===== src/rtl/piradip_ram_port_arbiter.sv =====
// piradip_ram_port_arbiter
// Shares one single-port RAM between NUM_REQ beat-level requesters.
// Round-robin arbitration with the grant held for a whole burst (until the
// beat flagged req_last). Read data is returned on a shared bus, tagged
// one-hot per requester, READ_LATENCY cycles after the read beat is accepted.
//
// Optional feature macro: PIRADIP_RAM_ARB_TIMEOUT_EN
//   defined   : a burst whose owner keeps req_valid low for TIMEOUT_CYCLES
//               grant cycles is forcibly released, with a one-cycle
//               arb_timeout pulse.
//   undefined : arb_timeout is tied low and a grant is held until req_last.
//
// Handshake: a beat on requester i transfers in a cycle where
// req_valid[i] & req_ready[i] are both high. A requester holds its beat
// (valid, we, last, addr, wdata, be) stable until it transfers; req_ready
// only ever rises for the current owner while in GRANT. Read responses have
// no backpressure and must be consumed in the cycle rsp_valid is high.
module piradip_ram_port_arbiter #(
    parameter int NUM_REQ        = 2,
    parameter int DATA_WIDTH     = 32,
    parameter int ADDR_WIDTH     = 10,
    parameter int WE_WIDTH       = 1,
    parameter int READ_LATENCY   = 1,
    parameter int TIMEOUT_CYCLES = 64
) (
    input  logic                           clk,
    input  logic                           rst,
    input  logic [NUM_REQ-1:0]             req_valid,
    input  logic [NUM_REQ-1:0]             req_we,
    input  logic [NUM_REQ-1:0]             req_last,
    input  logic [NUM_REQ*ADDR_WIDTH-1:0]  req_addr,
    input  logic [NUM_REQ*DATA_WIDTH-1:0]  req_wdata,
    input  logic [NUM_REQ*WE_WIDTH-1:0]    req_be,
    output logic [NUM_REQ-1:0]             req_ready,
    output logic [NUM_REQ-1:0]             rsp_valid,
    output logic [DATA_WIDTH-1:0]          rsp_rdata,
    output logic                           mem_en,
    output logic [WE_WIDTH-1:0]            mem_we,
    output logic [ADDR_WIDTH-1:0]          mem_addr,
    output logic [DATA_WIDTH-1:0]          mem_wdata,
    input  logic [DATA_WIDTH-1:0]          mem_rdata,
    output logic                           arb_timeout,
    output logic                           dbg_state
);

    localparam int OW = $clog2(NUM_REQ);

    if (NUM_REQ < 2 || NUM_REQ > 8 || READ_LATENCY < 1 || TIMEOUT_CYCLES < 1) begin : g_bad_param
        $error("piradip_ram_port_arbiter: illegal parameter value");
    end

    typedef enum logic {
        ST_IDLE  = 1'b0,
        ST_GRANT = 1'b1
    } state_t;

    state_t                  r_state;
    state_t                  w_state_nxt;
    logic [OW-1:0]           r_owner;
    logic [OW-1:0]           w_owner_nxt;
    logic [OW-1:0]           r_rr_ptr;
    logic [OW-1:0]           w_rr_ptr_nxt;

    logic                    w_sel_valid;
    logic                    w_sel_we;
    logic                    w_sel_last;
    logic [ADDR_WIDTH-1:0]   w_sel_addr;
    logic [DATA_WIDTH-1:0]   w_sel_wdata;
    logic [WE_WIDTH-1:0]     w_sel_be;

    logic                    w_accept;
    logic                    w_timeout;
    logic                    w_release;
    logic [OW:0]             w_pick_idle;
    logic [OW:0]             w_pick_next;

    logic [READ_LATENCY-1:0] r_pipe_v;
    logic [OW-1:0]           r_pipe_id [READ_LATENCY];

    // First requester with valid set, scanning upward from start with wrap.
    // When skip_en is set, requester 'skip' is excluded. Result is
    // {found, index}.
    function automatic logic [OW:0] rr_pick(input logic [NUM_REQ-1:0] v,
                                            input int start,
                                            input logic skip_en,
                                            input int skip);
        logic [OW:0] res;
        int          idx;
        res = '0;
        // Scan from the far end so the nearest eligible requester wins last.
        for (int off = NUM_REQ - 1; off >= 0; off--) begin
            idx = (start + off) % NUM_REQ;
            if (v[idx] && !(skip_en && idx == skip)) begin
                res = {1'b1, idx[OW-1:0]};
            end
        end
        return res;
    endfunction

    // Mux the owner's slice out of the flattened request buses.
    always_comb begin
        w_sel_valid = 1'b0;
        w_sel_we    = 1'b0;
        w_sel_last  = 1'b0;
        w_sel_addr  = '0;
        w_sel_wdata = '0;
        w_sel_be    = '0;
        for (int i = 0; i < NUM_REQ; i++) begin
            if (r_owner == OW'(i)) begin
                w_sel_valid = req_valid[i];
                w_sel_we    = req_we[i];
                w_sel_last  = req_last[i];
                w_sel_addr  = req_addr[i*ADDR_WIDTH +: ADDR_WIDTH];
                w_sel_wdata = req_wdata[i*DATA_WIDTH +: DATA_WIDTH];
                w_sel_be    = req_be[i*WE_WIDTH +: WE_WIDTH];
            end
        end
    end

    assign w_accept    = (r_state == ST_GRANT) && w_sel_valid;
    assign w_release   = (w_accept && w_sel_last) || w_timeout;
    assign w_pick_idle = rr_pick(req_valid, int'(r_rr_ptr), 1'b0, 0);
    assign w_pick_next = rr_pick(req_valid, int'(r_owner) + 1, 1'b1, int'(r_owner));

`ifdef PIRADIP_RAM_ARB_TIMEOUT_EN
    localparam int CW = $clog2(TIMEOUT_CYCLES + 1);
    logic [CW-1:0] r_stall_cnt;
    logic          w_stall;

    assign w_stall   = (r_state == ST_GRANT) && !w_sel_valid;
    // Fire on the stall cycle that would bring the count to TIMEOUT_CYCLES.
    assign w_timeout = w_stall && (r_stall_cnt == CW'(TIMEOUT_CYCLES - 1));

    // Stall counter: cleared outside GRANT, on every accepted beat and on release.
    always_ff @(posedge clk or posedge rst) begin
        if (rst) begin
            r_stall_cnt <= '0;
        end else if (r_state != ST_GRANT || w_accept || w_release) begin
            r_stall_cnt <= '0;
        end else if (w_stall) begin
            r_stall_cnt <= r_stall_cnt + CW'(1);
        end
    end
`else
    assign w_timeout = 1'b0;
`endif

    // State, owner and round-robin pointer registers.
    always_ff @(posedge clk or posedge rst) begin
        if (rst) begin
            r_state  <= ST_IDLE;
            r_owner  <= '0;
            r_rr_ptr <= '0;
        end else begin
            r_state  <= w_state_nxt;
            r_owner  <= w_owner_nxt;
            r_rr_ptr <= w_rr_ptr_nxt;
        end
    end

    // Next-state: arbitrate from IDLE, or hand over directly at burst end.
    always_comb begin
        w_state_nxt  = r_state;
        w_owner_nxt  = r_owner;
        w_rr_ptr_nxt = r_rr_ptr;
        case (r_state)
            ST_IDLE: begin
                if (w_pick_idle[OW]) begin
                    w_owner_nxt = w_pick_idle[OW-1:0];
                    w_state_nxt = ST_GRANT;
                end
            end
            ST_GRANT: begin
                if (w_release) begin
                    w_rr_ptr_nxt = OW'((int'(r_owner) + 1) % NUM_REQ);
                    if (w_pick_next[OW]) begin
                        w_owner_nxt = w_pick_next[OW-1:0];
                    end else begin
                        w_state_nxt = ST_IDLE;
                    end
                end
            end
            default: w_state_nxt = ST_IDLE;
        endcase
    end

    // Only the owner sees ready, and only while granted.
    always_comb begin
        req_ready = '0;
        if (r_state == ST_GRANT) begin
            req_ready[r_owner] = 1'b1;
        end
    end

    assign mem_en    = w_accept;
    assign mem_we    = (w_accept && w_sel_we) ? w_sel_be : '0;
    assign mem_addr  = (r_state == ST_GRANT) ? w_sel_addr : '0;
    assign mem_wdata = (r_state == ST_GRANT) ? w_sel_wdata : '0;

    // Read-return pipe: one {valid, owner} entry per cycle, READ_LATENCY deep.
    always_ff @(posedge clk or posedge rst) begin
        if (rst) begin
            r_pipe_v <= '0;
            for (int i = 0; i < READ_LATENCY; i++) begin
                r_pipe_id[i] <= '0;
            end
        end else begin
            r_pipe_v[0]  <= w_accept && !w_sel_we;
            r_pipe_id[0] <= r_owner;
            for (int i = 1; i < READ_LATENCY; i++) begin
                r_pipe_v[i]  <= r_pipe_v[i-1];
                r_pipe_id[i] <= r_pipe_id[i-1];
            end
        end
    end

    // Decode the pipe tail into a one-hot response strobe.
    always_comb begin
        rsp_valid = '0;
        if (r_pipe_v[READ_LATENCY-1]) begin
            rsp_valid[r_pipe_id[READ_LATENCY-1]] = 1'b1;
        end
    end

    assign rsp_rdata   = (|rsp_valid) ? mem_rdata : '0;
    assign arb_timeout = w_timeout;
    assign dbg_state   = r_state;

endmodule

===== config.mk =====
export PLATFORM = sky130hd
export DESIGN_NAME = piradip_ram_port_arbiter
export DESIGN_NICKNAME = d
export VERILOG_FILES = /design/src/rtl/piradip_ram_port_arbiter.sv
export SDC_FILE = /design/constraint.sdc
export NUM_CORES = 1
export LEC_CHECK = 0
export CORE_AREA = 2 2 80 82
export CTS_BUF_LIST = sky130_fd_sc_hd__clkbuf_8
export CTS_CLUSTER_SIZE = 25
export DETAILED_ROUTE_END_ITERATION = 16
export DIE_AREA = 0 0 82 84
export PLACE_DENSITY_LB_ADDON = 0.12
export SETUP_SLACK_MARGIN = 0.1
export SYNTH_ARGS = -nofsm -noshare
export SYNTH_HDL_FRONTEND = slang
export SYNTH_SLANG_ARGS = --single-unit

===== constraint.sdc =====
create_clock -name clk -period 2.7 [get_ports clk]
set_clock_uncertainty 0.05 [all_clocks]
set_input_delay 0.54 -clock clk [delete_from_list [all_inputs] [get_ports clk]]
set_output_delay 0.54 -clock clk [all_outputs]
set_load 0.01 [all_outputs]

==> summary.md, run 1 <==
| Metric | Value |
|---|---|
| I/O pin total | 208 |
| Root Driver | clkbuf_8 |
| Synth top area share | 32.7% |
| Num rows | 29 |
| Setup violators final | 0 |
| Hold_ws | 0.470 ns |
| Crit. End Element | output port |
| Nets@finish | 490 |
| First-pass GRT wire length | 8590 µm |
| CTS sink cnt | 5 |
| Via count | 1896 |
| Antenna cells | 0 |
| Setup Buffers After CTS | 0 |
| Clock Latency Late Sink | 0.22 ns |
| Sequential area share after synthesis | 9.73% |
| Max Buffers Root-to-Sink | 2 |
| Net Sw Frac | 37.8% |
| Status | complete, no violations |
| Die X | 82 µm |
| IO Port Bufs | 206 |
| Combinational share of power | 88.1% |
| Tcrit/Tclk final | 93.4% |
| Finished Core Util | 56.7% |
| Final setup margin | 0.178 ns |
| Flop-to-flop setup slack | 1.40 ns |
| CTS tree | built |
| Iteration count of the initial detailed-routing pass | 2 |
| Max-slew violation count | 0 |
| Reg power frac | 5.9% |
| GRT overflow | 0 |
| WL/cell | 13.0 µm |
| Synth top area cells | mux2i_1 33%, nor2b_1 21%, and2_1 16%, dfrtp_1 9.7%, buf_6 5.3% |
| Synthesized area per cell | 7.94 µm² |
| Slowest CP cell | clkdlybuf4s50_1 |
| Most frequent CP cell | clkdlybuf4s50_1 |
| Hpwl dp | 4860 µm |
| Clk pwr share | 6.0% |
| Total Routing Usage GR | 15.7% |
| R2r worst-path depth | 4 |
| Vias per inst | 4.31 |
| GP Congestion | 0.690 |
| Vias in the first global route | 1888 |
| Post-synthesis register bit count | 5 |
| Fmax | 396 MHz |
| Pin count of the biggest net entering global routing | 53 |
| Num CTS Buffers | 3 |
| Die height | 84 µm |
| Crit Path Class | in -> out |
| Die area | 0.00689 mm² |
| Max cap viols | 0 |
| End of the worst register-to-register path | r_owner |
| YS warnings | 0 |
| Hold/Removal Path Class | in -> async |
| Dpl ws | 0.162 ns |
| P_leak | 1.45 nW |
| Layout cells sized above 1 | 3.86% |
| Initial antenna violation count | 0 |
| Mapped cell area | 0.00129 mm² |
| Critical-path cell list | clkdlybuf4s50_1, mux2_1, nand2_2, inv_1, clkdlybuf4s50_1 |
| Switching power summed over all nets | 0.000833 W |
| Initial drt markers | 45 |
| Syn nets | 288 |
| Maximum vdd drop | 0.394 mV |
| Power density cells | 637 mW/mm² |
| Syn Inst Count | 162 |
| Routed WL | 5700 µm |
| Area Growth Syn to Fin | 168% |
| DRC Markers | 0 |
| Final Hold Viols | 0 |
| Unique masters post-synth | 26 |
| Number of H-tree levels | 1 |
| Worst-path clk slew | 0.04 ns |
| Min Tclk post-route | 2.52 ns |
| Antenna Nets Post-Route | 0 |
| Area of the core | 0.00610 mm² |
| Crit-path max FO | 3 |
| Initial core utilization | 21.1% |
| Yosys top cell by area | mux2i_1 |
| Setup TNS | 0 ns |
| CP max stage delay | 0.46 ns |
| Unrepaired setup endpoints after global routing | no |
| Critical Path RT | 2.11 ns |
| Crit start category | input port |
| Reg-to-Reg Start | r_owner |
| Crit path DAT | 1.93 ns |
| Design Power | 0.00220 W |
| P_int | 0.00137 W |
-- metal layers --
metal / up-vias / GRT usage [%] / part of all wire, %
li1: 936 / - / -
met1: 832 / 15.5 / 33
met2: 124 / 30.0 / 52
met3: 4 / 6.28 / 14
met4: 0 / 2.88 / 0.93
met5: - / 0 / 0
-- what timing repair did --
| action | CTS | global route |
|---|---|---|
| hold buffers | 0 | 0 |
| resized for setup | 0 | 1 |
| endpoints found under the setup margin | 0 | 1 |
-- kinds of logic after synthesis --
kind of cell	share of synthesized area, %
flip-flops	9.73
AND/OR/NAND/NOR	41.3
AO/OA/AOI/OAI	5.93
buffers and inverters	9.14
multiplexers	33.6
other	0.292
-- how the worst max path moves through the flow --
stage	start	endpoint	cells past startpoint
CTS	req_valid[1]	mem_we	5
finish	req_valid[1]	mem_en	5
detailed placement	req_valid[1]	mem_we	5
global route	req_valid[1]	mem_en	5
global placement	req_valid[1]	mem_we	5
floorplan	r_owner	mem_we	5
-- flip-flops by register name (all words and copies together) (netlist names) --
name	flops
dbg_state	1
r_rr_ptr	1
r_pipe_id	1
r_owner	1
r_pipe_v	1
-- power groups by stage --
| stage | registers, W | clock network [W] | logic, W |
|---|---|---|---|
| global route | 0.000133 | 0.000141 | 0.00209 |
| detailed placement | 0.000131 | 0 | 0.00197 |
| global placement | 0.000131 | 0 | 0.00196 |
| floorplan | 0.000128 | 0 | 0.000994 |
| CTS | 0.000130 | 0.000137 | 0.00198 |
| finish | 0.000130 | 0.000132 | 0.00194 |
-- critical path, delay by kind of cell --
kind                   cells  cell delay, ns
buffers and inverters      3            0.92
muxes                      1            0.35
and+or+nand+nor            1            0.11
-- layout make-up --
type / instances / area (µm²)
fillers: 585 / 2640
repair buffers: 212 / 2130
multi-input cells: 140 / 1040
flip-flops and latches: 5 / 126
well taps: 77 / 96.3
clock buffers: 3 / 41.3
inverters: 2 / 7.51
clock inverters: 1 / 3.75
-- layout by cell type (no fill, tap or decap) --
| cell type | n |
|---|---|
| a211oi_2 | 1 |
| a21boi_0 | 1 |
| a21oi_1 | 3 |
| a2bb2oi_1 | 1 |
| a31o_1 | 1 |
| a31oi_1 | 1 |
| a32oi_1 | 1 |
| and2_1 | 33 |
| and2_4 | 1 |
| buf_12 | 2 |
| buf_4 | 4 |
| clkbuf_8 | 3 |
| clkdlybuf4s50_1 | 205 |
| conb_1 | 1 |
| dfrtp_1 | 4 |
| dfrtp_2 | 1 |
| dlymetal6s2s_1 | 1 |
| inv_1 | 3 |
| mux2_1 | 1 |
| mux2i_1 | 42 |
| nand2_1 | 2 |
| nand2_2 | 1 |
| nand3_1 | 2 |
| nor2_1 | 1 |
| nor2b_1 | 44 |
| nor2b_2 | 1 |
| nor3_1 | 1 |
| o32ai_1 | 1 |
-- cells in the mapped netlist --
master,instances
and2_4,1
nand2_2,1
buf_2,1
buf_4,2
nand2_1,2
dfrtp_1,5
a31o_1,1
a2bb2oi_1,1
buf_6,6
a21boi_0,1
nand3_1,2
clkbuf_1,6
a211oi_2,1
and2_1,33
a32oi_1,1
o32ai_1,1
mux2i_1,42
nor2_1,1
inv_1,2
nor2b_1,44
nor2b_2,1
conb_1,1
nor3_1,1
a21oi_1,3
mux2_1,1
a31oi_1,1
-- stage by stage --
step	instance area (µm²)	cells
3_3_place_gp	3410	436
2_1_floorplan	1290	162
5_1_grt	3450	440
6_report	3450	440
3_5_place_dp	3410	436
4_1_cts	3450	440
Note: power is estimated with default switching activity, not from simulation.
==> run 2: changes to the inputs <==
CAP_MARGIN = 25   (was unset)
==> results of run 2 <==
No change in the layout: final DEF, timing and power equal those of run 1.
